**src/rtl/pwm_output_stage_if.sv**
```systemverilog
// Register-side bundle for the PWM output stage: five control bytes in,
// 16 pin drives and the period marker out.
interface pwm_output_stage_if;
   logic [7:0]  en_reg_out_7_0;
   logic [7:0]  en_reg_out_15_8;
   logic [7:0]  en_reg_pwm_7_0;
   logic [7:0]  en_reg_pwm_15_8;
   logic [7:0]  pwm_duty_cycle;
   logic [15:0] out;
   logic        period_start;

   modport master (
      output en_reg_out_7_0, en_reg_out_15_8, en_reg_pwm_7_0, en_reg_pwm_15_8,
             pwm_duty_cycle,
      input  out, period_start
   );

   modport slave (
      input  en_reg_out_7_0, en_reg_out_15_8, en_reg_pwm_7_0, en_reg_pwm_15_8,
             pwm_duty_cycle,
      output out, period_start
   );
endinterface

```
**src/rtl/pwm_output_stage.sv**
```systemverilog
// Shared-waveform PWM driver for 16 user pins with per-pin enable/select.
// Optional PWM_SYNC_UPDATE_EN: duty is shadowed and only reloaded at period wrap.
module pwm_output_lane (
   input  logic clk,
   input  logic rst_n,
   input  logic en_out_i,
   input  logic en_pwm_i,
   input  logic pwm_level_i,
   output logic out_o
);
   logic out_d, out_q;

   always_comb begin
      out_d = 1'b0;
      if (en_out_i) out_d = en_pwm_i ? pwm_level_i : 1'b1;
   end

   always_ff @(posedge clk or negedge rst_n)
      if (!rst_n) out_q <= 1'b0;
      else        out_q <= out_d;

   assign out_o = out_q;
endmodule

module pwm_output_stage #(
   parameter int PRESCALE = 13
) (
   input logic               clk,
   input logic               rst_n,
   pwm_output_stage_if.slave bus
);
   localparam int NUM_LANES = 16;
   localparam int PW        = (PRESCALE > 1) ? $clog2(PRESCALE) : 1;

   logic [PW-1:0]          prescale_cnt_q, prescale_cnt_d;
   logic [7:0]             pwm_cnt_q, pwm_cnt_d;
   logic                   period_start_q;
   logic                   tick, wrap, pwm_level;
   logic [7:0]             duty_eff;
   logic [NUM_LANES-1:0]   en_out, en_pwm, out_lane;

   assign tick = (prescale_cnt_q == PW'(PRESCALE - 1));
   assign wrap = tick && (pwm_cnt_q == 8'hFF);

   always_comb begin
      prescale_cnt_d = tick ? '0 : prescale_cnt_q + PW'(1);
      pwm_cnt_d      = tick ? pwm_cnt_q + 8'd1 : pwm_cnt_q;
   end

   always_ff @(posedge clk or negedge rst_n)
      if (!rst_n) begin
         prescale_cnt_q <= '0;
         pwm_cnt_q      <= 8'h00;
         period_start_q <= 1'b0;
      end else begin
         prescale_cnt_q <= prescale_cnt_d;
         pwm_cnt_q      <= pwm_cnt_d;
         period_start_q <= wrap;
      end

`ifdef PWM_SYNC_UPDATE_EN
   // Reload only at wrap so a running period is never cut short or stretched.
   logic [7:0] duty_eff_q;
   always_ff @(posedge clk or negedge rst_n)
      if (!rst_n)    duty_eff_q <= 8'h00;
      else if (wrap) duty_eff_q <= bus.pwm_duty_cycle;
   assign duty_eff = duty_eff_q;
`else
   assign duty_eff = bus.pwm_duty_cycle;
`endif

   // 0xFF is forced to a solid 1 so full duty has no one-step dip at cnt=255.
   assign pwm_level = (duty_eff == 8'hFF) ? 1'b1 : (pwm_cnt_q < duty_eff);

   assign en_out = {bus.en_reg_out_15_8, bus.en_reg_out_7_0};
   assign en_pwm = {bus.en_reg_pwm_15_8, bus.en_reg_pwm_7_0};

   for (genvar i = 0; i < NUM_LANES; i++) begin : g_lane
      pwm_output_lane u_lane (
         .clk         (clk),
         .rst_n       (rst_n),
         .en_out_i    (en_out[i]),
         .en_pwm_i    (en_pwm[i]),
         .pwm_level_i (pwm_level),
         .out_o       (out_lane[i])
      );
   end

   assign bus.out          = out_lane;
   assign bus.period_start = period_start_q;
endmodule

```
**src/flat_wrapper.sv**
```systemverilog
// flat-port wrapper written by rule: the top's interface ports become plain ports
module pwm_output_stage_flat 
#(
   parameter int PRESCALE = 13
)
  (clk, rst_n, bus_en_reg_out_7_0, bus_en_reg_out_15_8, bus_en_reg_pwm_7_0, bus_en_reg_pwm_15_8, bus_pwm_duty_cycle, bus_out, bus_period_start);
  pwm_output_stage_if bus_i ();
  input logic clk;
  input logic rst_n;
  input wire logic [$bits(bus_i.en_reg_out_7_0)-1:0] bus_en_reg_out_7_0;
  input wire logic [$bits(bus_i.en_reg_out_15_8)-1:0] bus_en_reg_out_15_8;
  input wire logic [$bits(bus_i.en_reg_pwm_7_0)-1:0] bus_en_reg_pwm_7_0;
  input wire logic [$bits(bus_i.en_reg_pwm_15_8)-1:0] bus_en_reg_pwm_15_8;
  input wire logic [$bits(bus_i.pwm_duty_cycle)-1:0] bus_pwm_duty_cycle;
  output wire logic [$bits(bus_i.out)-1:0] bus_out;
  output wire logic [$bits(bus_i.period_start)-1:0] bus_period_start;
  assign bus_i.en_reg_out_7_0 = bus_en_reg_out_7_0;
  assign bus_i.en_reg_out_15_8 = bus_en_reg_out_15_8;
  assign bus_i.en_reg_pwm_7_0 = bus_en_reg_pwm_7_0;
  assign bus_i.en_reg_pwm_15_8 = bus_en_reg_pwm_15_8;
  assign bus_i.pwm_duty_cycle = bus_pwm_duty_cycle;
  assign bus_out = bus_i.out;
  assign bus_period_start = bus_i.period_start;
  pwm_output_stage #(.PRESCALE(PRESCALE)) u_core (.clk(clk), .rst_n(rst_n), .bus(bus_i));
endmodule
```
**config.mk**
```make
export PLATFORM = sky130hd
export DESIGN_NAME = pwm_output_stage_flat
export DESIGN_NICKNAME = d
export VERILOG_FILES = /design/src/rtl/pwm_output_stage_if.sv /design/src/rtl/pwm_output_stage.sv /design/src/flat_wrapper.sv
export SDC_FILE = /design/constraint.sdc
export NUM_CORES = 1
export LEC_CHECK = 0
export ABC_AREA = 1
export CAP_MARGIN = 10
export CORE_MARGIN = 2
export CORE_UTILIZATION = 42
export CTS_BUF_LIST = sky130_fd_sc_hd__clkbuf_8
export CTS_CLUSTER_DIAMETER = 60
export DETAILED_ROUTE_END_ITERATION = 12
export HOLD_SLACK_MARGIN = 0.03
export PLACE_DENSITY = 0.9
export RECOVER_POWER = 25
export SYNTH_ARGS = -nofsm -noshare
export SYNTH_HDL_FRONTEND = slang
export SYNTH_SLANG_ARGS = --single-unit
```
**constraint.sdc**
```tcl
create_clock -name clk -period 1.4 [get_ports clk]
set_input_delay 0.14 -clock clk [delete_from_list [all_inputs] [get_ports clk]]
set_output_delay 0.14 -clock clk [all_outputs]
set_load 0.05 [all_outputs]
```
Word-level counts from Yosys, hierarchy flattened:

Cells that the tools add are included.

* register bits: 29
* bits in latches: 0
* bits in writable memories: 0
* memory bits (read-only): 0
* input port bits: 42
* output and inout bits: 17
* word-level logic and storage cells: 60
* memories: 0

* $add $sub $neg: 2
* $mul: 0
* div/mod/pow operators: 0
* order comparisons: 1
* equal/unequal tests: 3
* shift operators: 0
* multiplexer cells: 34
* bitwise gates (word level): 0
* reductions and logical operators: 1

Operators by type and width (number)
* $mux 1: 33
* $eq 8x8->1 const B: 2
* $add 8x1->8 const B: 1
* $lt 8x8->1: 1
* $add 4x1->4 const B: 1
* $eq 4x4->1 const B: 1
* $mux 4: 1
* $logic_and 1x1->1: 1

Longest topological paths before layout:

Gate-level depths: netlist of the first run.

* depth in word-level cells: 4
* depth in mapped cells: 12
* gate-level depth less buffers: 11

Hierarchy:

From an unflattened synthesis of the first run, not the netlist that was laid out.

* cells, all modules: 161
* area total of the unflattened synthesis: 1481.4 um2

By module, submodules not included
* pwm_output_stage: times used 1, cells an instance 97, area an instance 820.8 um2, sequential area each 325.3 um2
* pwm_output_lane: times used 16, cells an instance 4, area an instance 41.3 um2, sequential area each 25.0 um2

Least setup slack after synthesis of the first run:

OpenSTA, ideal clock, no wires.

* path kind: register to register
* start: reg u_core.pwm_cnt_q[5]
* end: reg u_core.g_lane[0].u_lane.out_q
* setup time: 0.062 ns
* arrival: 1.378 ns
* required time: 1.338 ns
* slack: -0.040 ns
* stages on the path, launching flop included: 10
* path buffers: 1
* period minus slack after synthesis: 1.440 ns
* cells stage by stage: dfrtp_1 -> ha_1 -> a21oi_1 -> nor2_1 -> nor3_4 -> nand2_4 -> buf_12 -> nand3_2 -> nand2_1 -> inv_1

* longest elaborated chain between the ends: 4

RTL lines
* start, declared: line pwm_output_stage.sv:36 `logic [7:0] pwm_cnt_q, pwm_cnt_d;`
* start signal, assigned: line pwm_output_stage.sv:57 `pwm_cnt_q <= pwm_cnt_d;`
* $lt 8x8->1: line pwm_output_stage.sv:73 `assign pwm_level = (duty_eff == 8'hFF) ? 1'b1 : (pwm_cnt_q < duty_eff);`
* $mux 1: line pwm_output_stage.sv:73
* $mux 1 (2 in series): line pwm_output_stage.sv:15 `if (en_out_i) out_d = en_pwm_i ? pwm_level_i : 1'b1;`
* via u_core.g_lane[0].u_lane.out_d: line pwm_output_stage.sv:11 `logic out_d, out_q;`
* end signal, assigned: line pwm_output_stage.sv:20 `else out_q <= out_d;`
* end, declared: line pwm_output_stage.sv:11

The timed path passes the listed nets, and every way through them passes these cells.
A chain may end at the register's enable or synchronous reset.

Worst setup path after layout of the first run:

* start: reg u_core.pwm_cnt_q[5]
* end: reg u_core.g_lane[10].u_lane.out_q

* longest elaborated chain between the ends: 4

RTL lines (line)
* $lt 8x8->1: pwm_output_stage.sv:73
* $mux 1: pwm_output_stage.sv:73
* $mux 1 (2 in series): pwm_output_stage.sv:15
* via u_core.g_lane[10].u_lane.out_d: pwm_output_stage.sv:11
* end signal, assigned: pwm_output_stage.sv:20
* end, declared: pwm_output_stage.sv:11

The timed path passes the listed nets, and every way through them passes these cells.

==> results.txt, run 1 <==
- Cells on worst reg2reg path: 8
- Fillcell total: 292
- Pins over their slew limit: 0
- Chip Height: 66.6 um
- Pre-CTS WS: -0.428 ns
- RePlAce Congestion: 0.760
- Across the run, the number of max-cap violations was 0.
- Maximum fanout along the worst path: 8
* Reg2Reg Setup Slack: -0.11 ns
- The worst register-to-register path ends at u_core.g_lane[10].u_lane.out_o.
- Of the post-synthesis cell area, the dominant cell type holds 0.441.
* Area Overhead vs Synth: 47.1%
* Max clock buf depth: 2
* Register clock-pin slew on the reported worst setup and hold paths: 0.06 ns
- # H-tree levels: 2
- Entering global routing, the biggest net connects 30 pins.
- Setup repair after global routing missed its margin: yes
- The worst hold path was traced through 3 stages.
* Worst-case headroom to the max-slew limit: 0.543
- Setup violations remaining at the end of the flow were counted as 16.
* Most frequent standard cell in the layout excluding fill and tap cells: sky130_fd_sc_hd__clkdlybuf4s50_1
- N_diodes: 0
- Of the synthesized area, sequential elements account for 0.441.
* Post-placement cell area: 0.00222 mm2
- In the final layout, the share of cells above drive strength 1 is 0.335.
* Data arrival at the endpoint of the critical path: 1.71 ns
- For this configuration, the core starts out at a cell density of 0.443.
- After synthesis, the mean cell area works out to 9.30 um2.
- Nets@finish: 293
* Top achievable clock speed: 664 MHz
- The die covers 0.00443 mm2.
- Root Driver: sky130_fd_sc_hd__clkbuf_8
- Port buffering added 58 buffers.
- Final critical-path setup slack: -0.106 ns
- Outcome: finished with violations
* Origin of the critical flop-to-flop path: u_core.pwm_cnt_q[5]
* Worst Setup End Kind: flop
- ANT nets after route: 0
- Total via count after detailed routing: 1302
* Average via count per standard cell: 4.49
- Most frequent cells in the layout: sky130_fd_sc_hd__clkdlybuf4s50_1 (39), sky130_fd_sc_hd__nand2_1 (33), sky130_fd_sc_hd__inv_1 (30), sky130_fd_sc_hd__buf_4 (30), sky130_fd_sc_hd__dfrtp_1 (29)
* Hold endpoint: u_core.g_lane[4].u_lane.out_o
* Minimum period implied by the final worst setup slack: 1.51 ns
- Horizontal extent of the die: 66.6 um
- Via count of the first global-routing pass: 1260
- Counting every instance in the synthesized netlist gives 177.
* Sum of routed wire length over all layers: 3490 um
* Clock latency at the later pin of the worst-skew pair: 0.27 ns
- The core region is 0.00372 mm2.
- Between clock sinks in the finished design, the worst skew comes to 0.00501 ns.
* Number of hold violations in the final report: 0
* Multi-input logic area: 734 um2
- In the global route stage, overall resource usage came out at 0.163.
- Pwr per Cell Area: 756 mW/mm2
* Post-route clock period utilization: 1.08
- With fillers left out, the area of the finished cells amounts to 0.00242 mm2.
- At the pin with the least slew margin, the transition time is 0.685 ns.
- Clock tree from TritonCTS: yes
- Cell type with the highest aggregate area in the netlist: sky130_fd_sc_hd__dfrtp_1
- The critical path in this run is classified as reg -> reg.
- The initial antenna violation count is 0.
- Sinks on Clock Net: 29
- GRT Residual Overflow: 0
* Cell area after synthesis: 0.00165 mm2
- The wire-length estimate of the detail-placed layout is 2660 um.
* First-pass DRT Iterations: 4
- The first routing iteration left 38 violations.
* Worst IR drop on VDD: 491 uV
* Failing checks: setup timing
- The path class of the tightest hold or removal check is in -> reg.
- Critical path data required time: 1.61 ns
- In this run, synthesis produced a sequential element count of 29.
* Yosys warning total: 0
- The first global-routing pass estimated 5390 um of wire.
- The floorplan has 22 rows.
- Synth area leaders: sky130_fd_sc_hd__dfrtp_1 (44%), sky130_fd_sc_hd__nand2_1 (8.0%), sky130_fd_sc_hd__ha_1 (7.6%)
- Area occupied by registers: 726 um2
- Static leakage power: 0.00120 uW
- Startpoint of the tightest hold check path: bus_en_reg_out_7_0[4]
- After detailed routing, the number of remaining DRC violations is 0.
* Wirelength per Cell: 12.0 um
* Num CTS Buffers: 5
* Post-synthesis net count: 229
* Sort of element at the start of the critical path: flop
- 59 I/O pins were placed.
- Netlist cell types: 23
==> timing repair <==
action,4_1_cts,5_1_grt
setup buffers,0,2
pin swaps,4,7
gates cloned,1,0
gates resized for setup,11,10
endpoints found under the setup margin,16,19
hold buffers,0,0
==> per-layer routing <==
metal,wire length [um],track usage,vias to the layer above
met3,243,0.0507,2
met4,17,0.0383,0
li1,-,-,652
met1,1370,0.175,609
met5,0,0,-
met2,1860,0.309,39
==> cells by family (layout without fill, tap and decap cells) <==
group,count (synthesis),in the layout,synth area share
xor gates and xnor gates,8,8,0.0426
AOI/OAI and AO/OA,4,4,0.0122
adders and majority gates,10,10,0.0760
DFF,29,29,0.441
and+or+nand+nor,71,72,0.252
buffers and inverters,55,119,0.176
==> sequential cells by signal (all words and copies together), names as in the netlist <==
| register | flops |
|---|---|
| u_core.prescale_cnt_q | 4 |
| u_core.bus.period_start | 1 |
| u_core.g_lane.u_lane.out_o | 16 |
| u_core.pwm_cnt_q | 8 |
==> report_power, final <==
part	switching [uW]	leakage, uW	internal [uW]
logic	174	0.000802	160
clock network	290	0.0000491	336
registers	7.27	0.000348	862
total	471	0.00120	1360
==> worst max-delay path, cell delays in order, from the launching register on <==
cell and delay (ns):
sky130_fd_sc_hd__dfrtp_1 0.41, sky130_fd_sc_hd__ha_4 0.24, sky130_fd_sc_hd__a21oi_4 0.14, sky130_fd_sc_hd__nor2_2 0.05, sky130_fd_sc_hd__nor3_4 0.22, sky130_fd_sc_hd__nand2_4 0.17
sky130_fd_sc_hd__nand3_2 0.11, sky130_fd_sc_hd__nand2_1 0.05, sky130_fd_sc_hd__inv_1 0.06
==> synth_stat cells, drive strengths merged <==
cell / n
a21oi: 2
buf: 18
dfrtp: 29
ha: 10
inv: 37
nand2: 37
nand3: 21
nand4: 2
nor2: 7
nor3: 4
o21ai: 2
xnor2: 2
xor2: 6
==> cell type report <==
class / instances / share of cell area
clock inverter: 3 / 0.00568
multi-input combinational: 94 / 0.303
sequential: 29 / 0.300
timing repair buffer: 74 / 0.281
clock buffer: 5 / 0.0284
inverter: 37 / 0.0574
tap: 48 / 0.0248
==> through the flow <==
stage / cells / utilization / TNS (ns) / hold WS [ns] / power (uW)
after floorplan: 177 / - / -0.405 / -0.156 / 1050
after global placement: 279 / 0.598 / -5.32 / 0.542 / 1200
after detailed placement: 279 / 0.598 / -6.37 / 0.551 / 1210
after CTS: 288 / 0.637 / -1.37 / 0.258 / 1860
after global routing: 290 / 0.652 / -2.77 / 0.403 / 1910
final: 290 / 0.652 / -1.11 / 0.389 / 1830
==> worst max-delay path by stage <==
stage | depth (start not counted) | startpoint | slack (ns) | to
global placement | 10 | bus_pwm_duty_cycle[7] | -0.35 | u_core.g_lane[6].u_lane.out_o
CTS | 8 | u_core.pwm_cnt_q[5] | -0.12 | u_core.g_lane[9].u_lane.out_o
floorplan | 9 | u_core.pwm_cnt_q[5] | -0.04 | u_core.g_lane[0].u_lane.out_o
global route | 8 | u_core.pwm_cnt_q[5] | -0.21 | u_core.g_lane[9].u_lane.out_o
detailed placement | 10 | bus_pwm_duty_cycle[7] | -0.43 | u_core.g_lane[7].u_lane.out_o
finish | 8 | u_core.pwm_cnt_q[5] | -0.11 | u_core.g_lane[10].u_lane.out_o
No activity file was read; power rests on OpenSTA's default activity.
==> run 2: changes to the inputs <==
Settings changed: ABC_CLOCK_PERIOD_IN_PS set to 1400, MAX_ROUTING_LAYER set to met4.
==> run 2 against run 1 <==
Critical endpoint unchanged. The flow still finishes with violations (setup timing). Highest routed layer unchanged. Clock power hardly changed. Sequential share of layout area stayed put. Hold slack hardly changed.
==> results.txt, run 2 (synthesis gave the netlist of run 1 again) <==
* Num CTS Buffers: 5 (unchanged)
- The diode insertion count for antenna repair was 0 (unchanged).
- The post-CTS clock slew at the launch and capture registers of the worst setup and hold paths came to 0.06 ns (about the same).
- The timing-limited maximum frequency is 663 MHz (was 664 MHz).
* Path category of the worst min-delay check: in -> reg (unchanged)
* Uppermost routed layer: met4 (unchanged)
- The antenna violation net count after detailed routing was 0 (unchanged).
- The core footprint is 0.00372 mm2 (unchanged).
* Worst Setup End Kind: flop (unchanged)
* Max reg flops: 16 (unchanged)
- Worst-path cell chain: ha_4 -> a21oi_4 -> nor2_2 -> nor3_4 -> nand2_4 -> nand3_2 -> nand2_1 -> inv_1 (unchanged)
- Maximum fanout along the worst path: 8 (unchanged)
* Post-route non-filler standard cell count: 290 (unchanged)
- The overall routing resource usage is 0.167 (was 0.163).
* Initial antenna violation count: 0 (unchanged)
* Critical path data required time: 1.61 ns (about the same)
- The cell with the biggest individual delay on the critical path is sky130_fd_sc_hd__dfrtp_1 (unchanged).
* Placed Cells incl. Taps: 279 (unchanged)
- The CTS root buffer was sky130_fd_sc_hd__clkbuf_8 (unchanged).
* Average via count per standard cell: 4.50 (was 4.49)
- The met2 wirelength from detailed routing is 1870 um (was 1860 um).
- Static leakage power: 0.00120 uW (about the same)
- The net count reported at finish was 293 (unchanged).
* Clock tree from TritonCTS: yes (unchanged)
* Post-route clock period utilization: 1.08 (about the same)
- Via count of the first global-routing pass: 1270 (was 1260)
- Sinks on Clock Net: 29 (unchanged)
* Hold WS: 0.390 ns (was 0.389 ns)
- The met3 wire length came to 231 um (was 243 um).
- The number of top-level design ports is 59 (unchanged).
- Wirelength per Cell: 12.1 um (was 12.0 um)
- The relative slew slack is 0.541 (was 0.543).
- The detailed router's first-iteration violation count is 46 (was 38).
- The count of final setup violators came to 16 (unchanged).
- The site row count is 22 (unchanged).
* Minimum period implied by the final worst setup slack: 1.51 ns (about the same)
* Chip Height: 66.6 um (unchanged)
* Data arrival at the endpoint of the critical path: 1.71 ns (about the same)
- Final critical-path setup slack: -0.107 ns (was -0.106 ns)
- The total design power was 1830 uW (about the same).
* Setup CP Type: reg -> reg (unchanged)
- The most frequent standard cell in the layout excluding fill and tap cells is sky130_fd_sc_hd__clkdlybuf4s50_1 (unchanged).
- Failing checks: setup timing (unchanged)
* Ratio of cells with drive above 1 in the final layout: 0.335 (unchanged)
- The number of iterations in the first detailed-routing pass came to 4 (unchanged).
* Pin count of the biggest net entering global routing: 30 (unchanged)
* Clock latency at the later pin of the worst-skew pair: 0.27 ns (about the same)
- Max clock buf depth: 2 (unchanged)
- The DRC violation count after routing was 0 (unchanged).
- The die area came to 0.00443 mm2 (unchanged).
- Length of routed wiring on met1: 1380 um (was 1370 um)
- The longest individual stage delay on the worst path came to 0.41 ns (about the same).
* Outcome: finished with violations (unchanged)
- The depth of the CTS H-tree is 2 (unchanged).
- The utilization after layout was 0.652 (unchanged).
* Least-Margin Pin Slew: 0.689 ns (was 0.685 ns)
* Pre-CTS WS: -0.428 ns (unchanged)
* Area Overhead vs Synth: 47.1% (unchanged)
- The number of max-slew violations in the final report is 0 (unchanged).
* Setup repair after global routing missed its margin: yes (unchanged)
- GRT Residual Overflow: 0 (unchanged)
* Pwr per Cell Area: 755 mW/mm2 (was 756 mW/mm2)
* Number of hold violations in the final report: 0 (unchanged)
* Number of max-capacitance violations reported: 0 (unchanged)
* RePlAce Congestion: 0.770 (was 0.760)
* Worst IR drop on VDD: 491 uV (about the same)
- The overall routed net length is 3510 um (was 3490 um).
- Worst-case clock skew: 0.00446 ns (was 0.00501 ns)
* Sort of element at the start of the critical path: flop (unchanged)
- The count of buffers from port buffering came to 58 (unchanged).
- Most frequent cells in the layout: sky130_fd_sc_hd__clkdlybuf4s50_1 (39), sky130_fd_sc_hd__nand2_1 (33), sky130_fd_sc_hd__inv_1 (30), sky130_fd_sc_hd__buf_4 (30), sky130_fd_sc_hd__dfrtp_1 (29) (unchanged).
- The number of vias after detailed routing came to 1305 (was 1302).
- Horizontal extent of the die: 66.6 um (unchanged)
* HPWL after DPL: 2660 um (unchanged)
- Wire length of the first global-routing pass: 5380 um (was 5390 um)
- Initial standard-cell utilization of the core: 0.443 (unchanged)
run 2: cell counts in the layout (fill, tap and decap cells not counted):
Identical to the previous run, type by type.
run 2: per-layer routing:
layer | global-route usage | vias up
met5 | - | -
met3 | 0.0507 | 2
met2 | 0.311 | 39
li1 | - | 653
met1 | 0.172 | 611
met4 | 0.0383 | 0
run 2: worst max-delay path, delay by kind of cell, from the launching register on:
kind / cells / cell delay, ns
flip-flops: 1 / 0.41
AO/OA/AOI/OAI: 1 / 0.14
AND/OR/NAND/NOR: 5 / 0.60
buffers and inverters: 1 / 0.06
adder cells (fa/ha/maj): 1 / 0.24
run 2: path summary, 6_finish.rpt:
kind	cells after the start	startpoint	to	slack, ns
min in group asynchronous	2	rst_n	u_core.g_lane[5].u_lane.out_o	0.44
max in group asynchronous	2	rst_n	u_core.prescale_cnt_q[1]	0.51
setup reg to reg	8	u_core.pwm_cnt_q[5]	u_core.g_lane[10].u_lane.out_o	-0.11
hold reg to reg	2	u_core.pwm_cnt_q[4]	u_core.pwm_cnt_q[4]	0.59
setup / recovery	8	u_core.pwm_cnt_q[5]	u_core.g_lane[10].u_lane.out_o	-0.11
hold / removal	3	bus_en_reg_out_7_0[4]	u_core.g_lane[4].u_lane.out_o	0.39
run 2: final cells by class:
class | instances | area, um2
Multi-Input combinational cell | 94 | 734
Inverter | 37 | 139
Fill cell | 292 | 1290
Clock buffer | 5 | 68.8
Clock inverter | 3 | 13.8
Sequential cell | 29 | 726
Tap cell | 48 | 60.1
Timing Repair Buffer | 74 | 679
run 2: power by group:
group          internal (uW)  switching, uW
registers                862           7.25
clock network            336            289
logic                    160            174
run 2: metrics by stage:
step	area [um2]	setup TNS (ns)
after CTS	2370	-1.37
after global placement	2220	-5.32
final	2420	-1.15
after global routing	2420	-2.85
after detailed placement	2220	-6.37
after floorplan	1650	-0.405
run 2: repair_timing:
item	CTS	global route
endpoints found under the setup margin	16	19
setup buffers	0	2
resized for setup	11	10
pin swaps	4	6
cloned	1	0
hold buffers	0	0
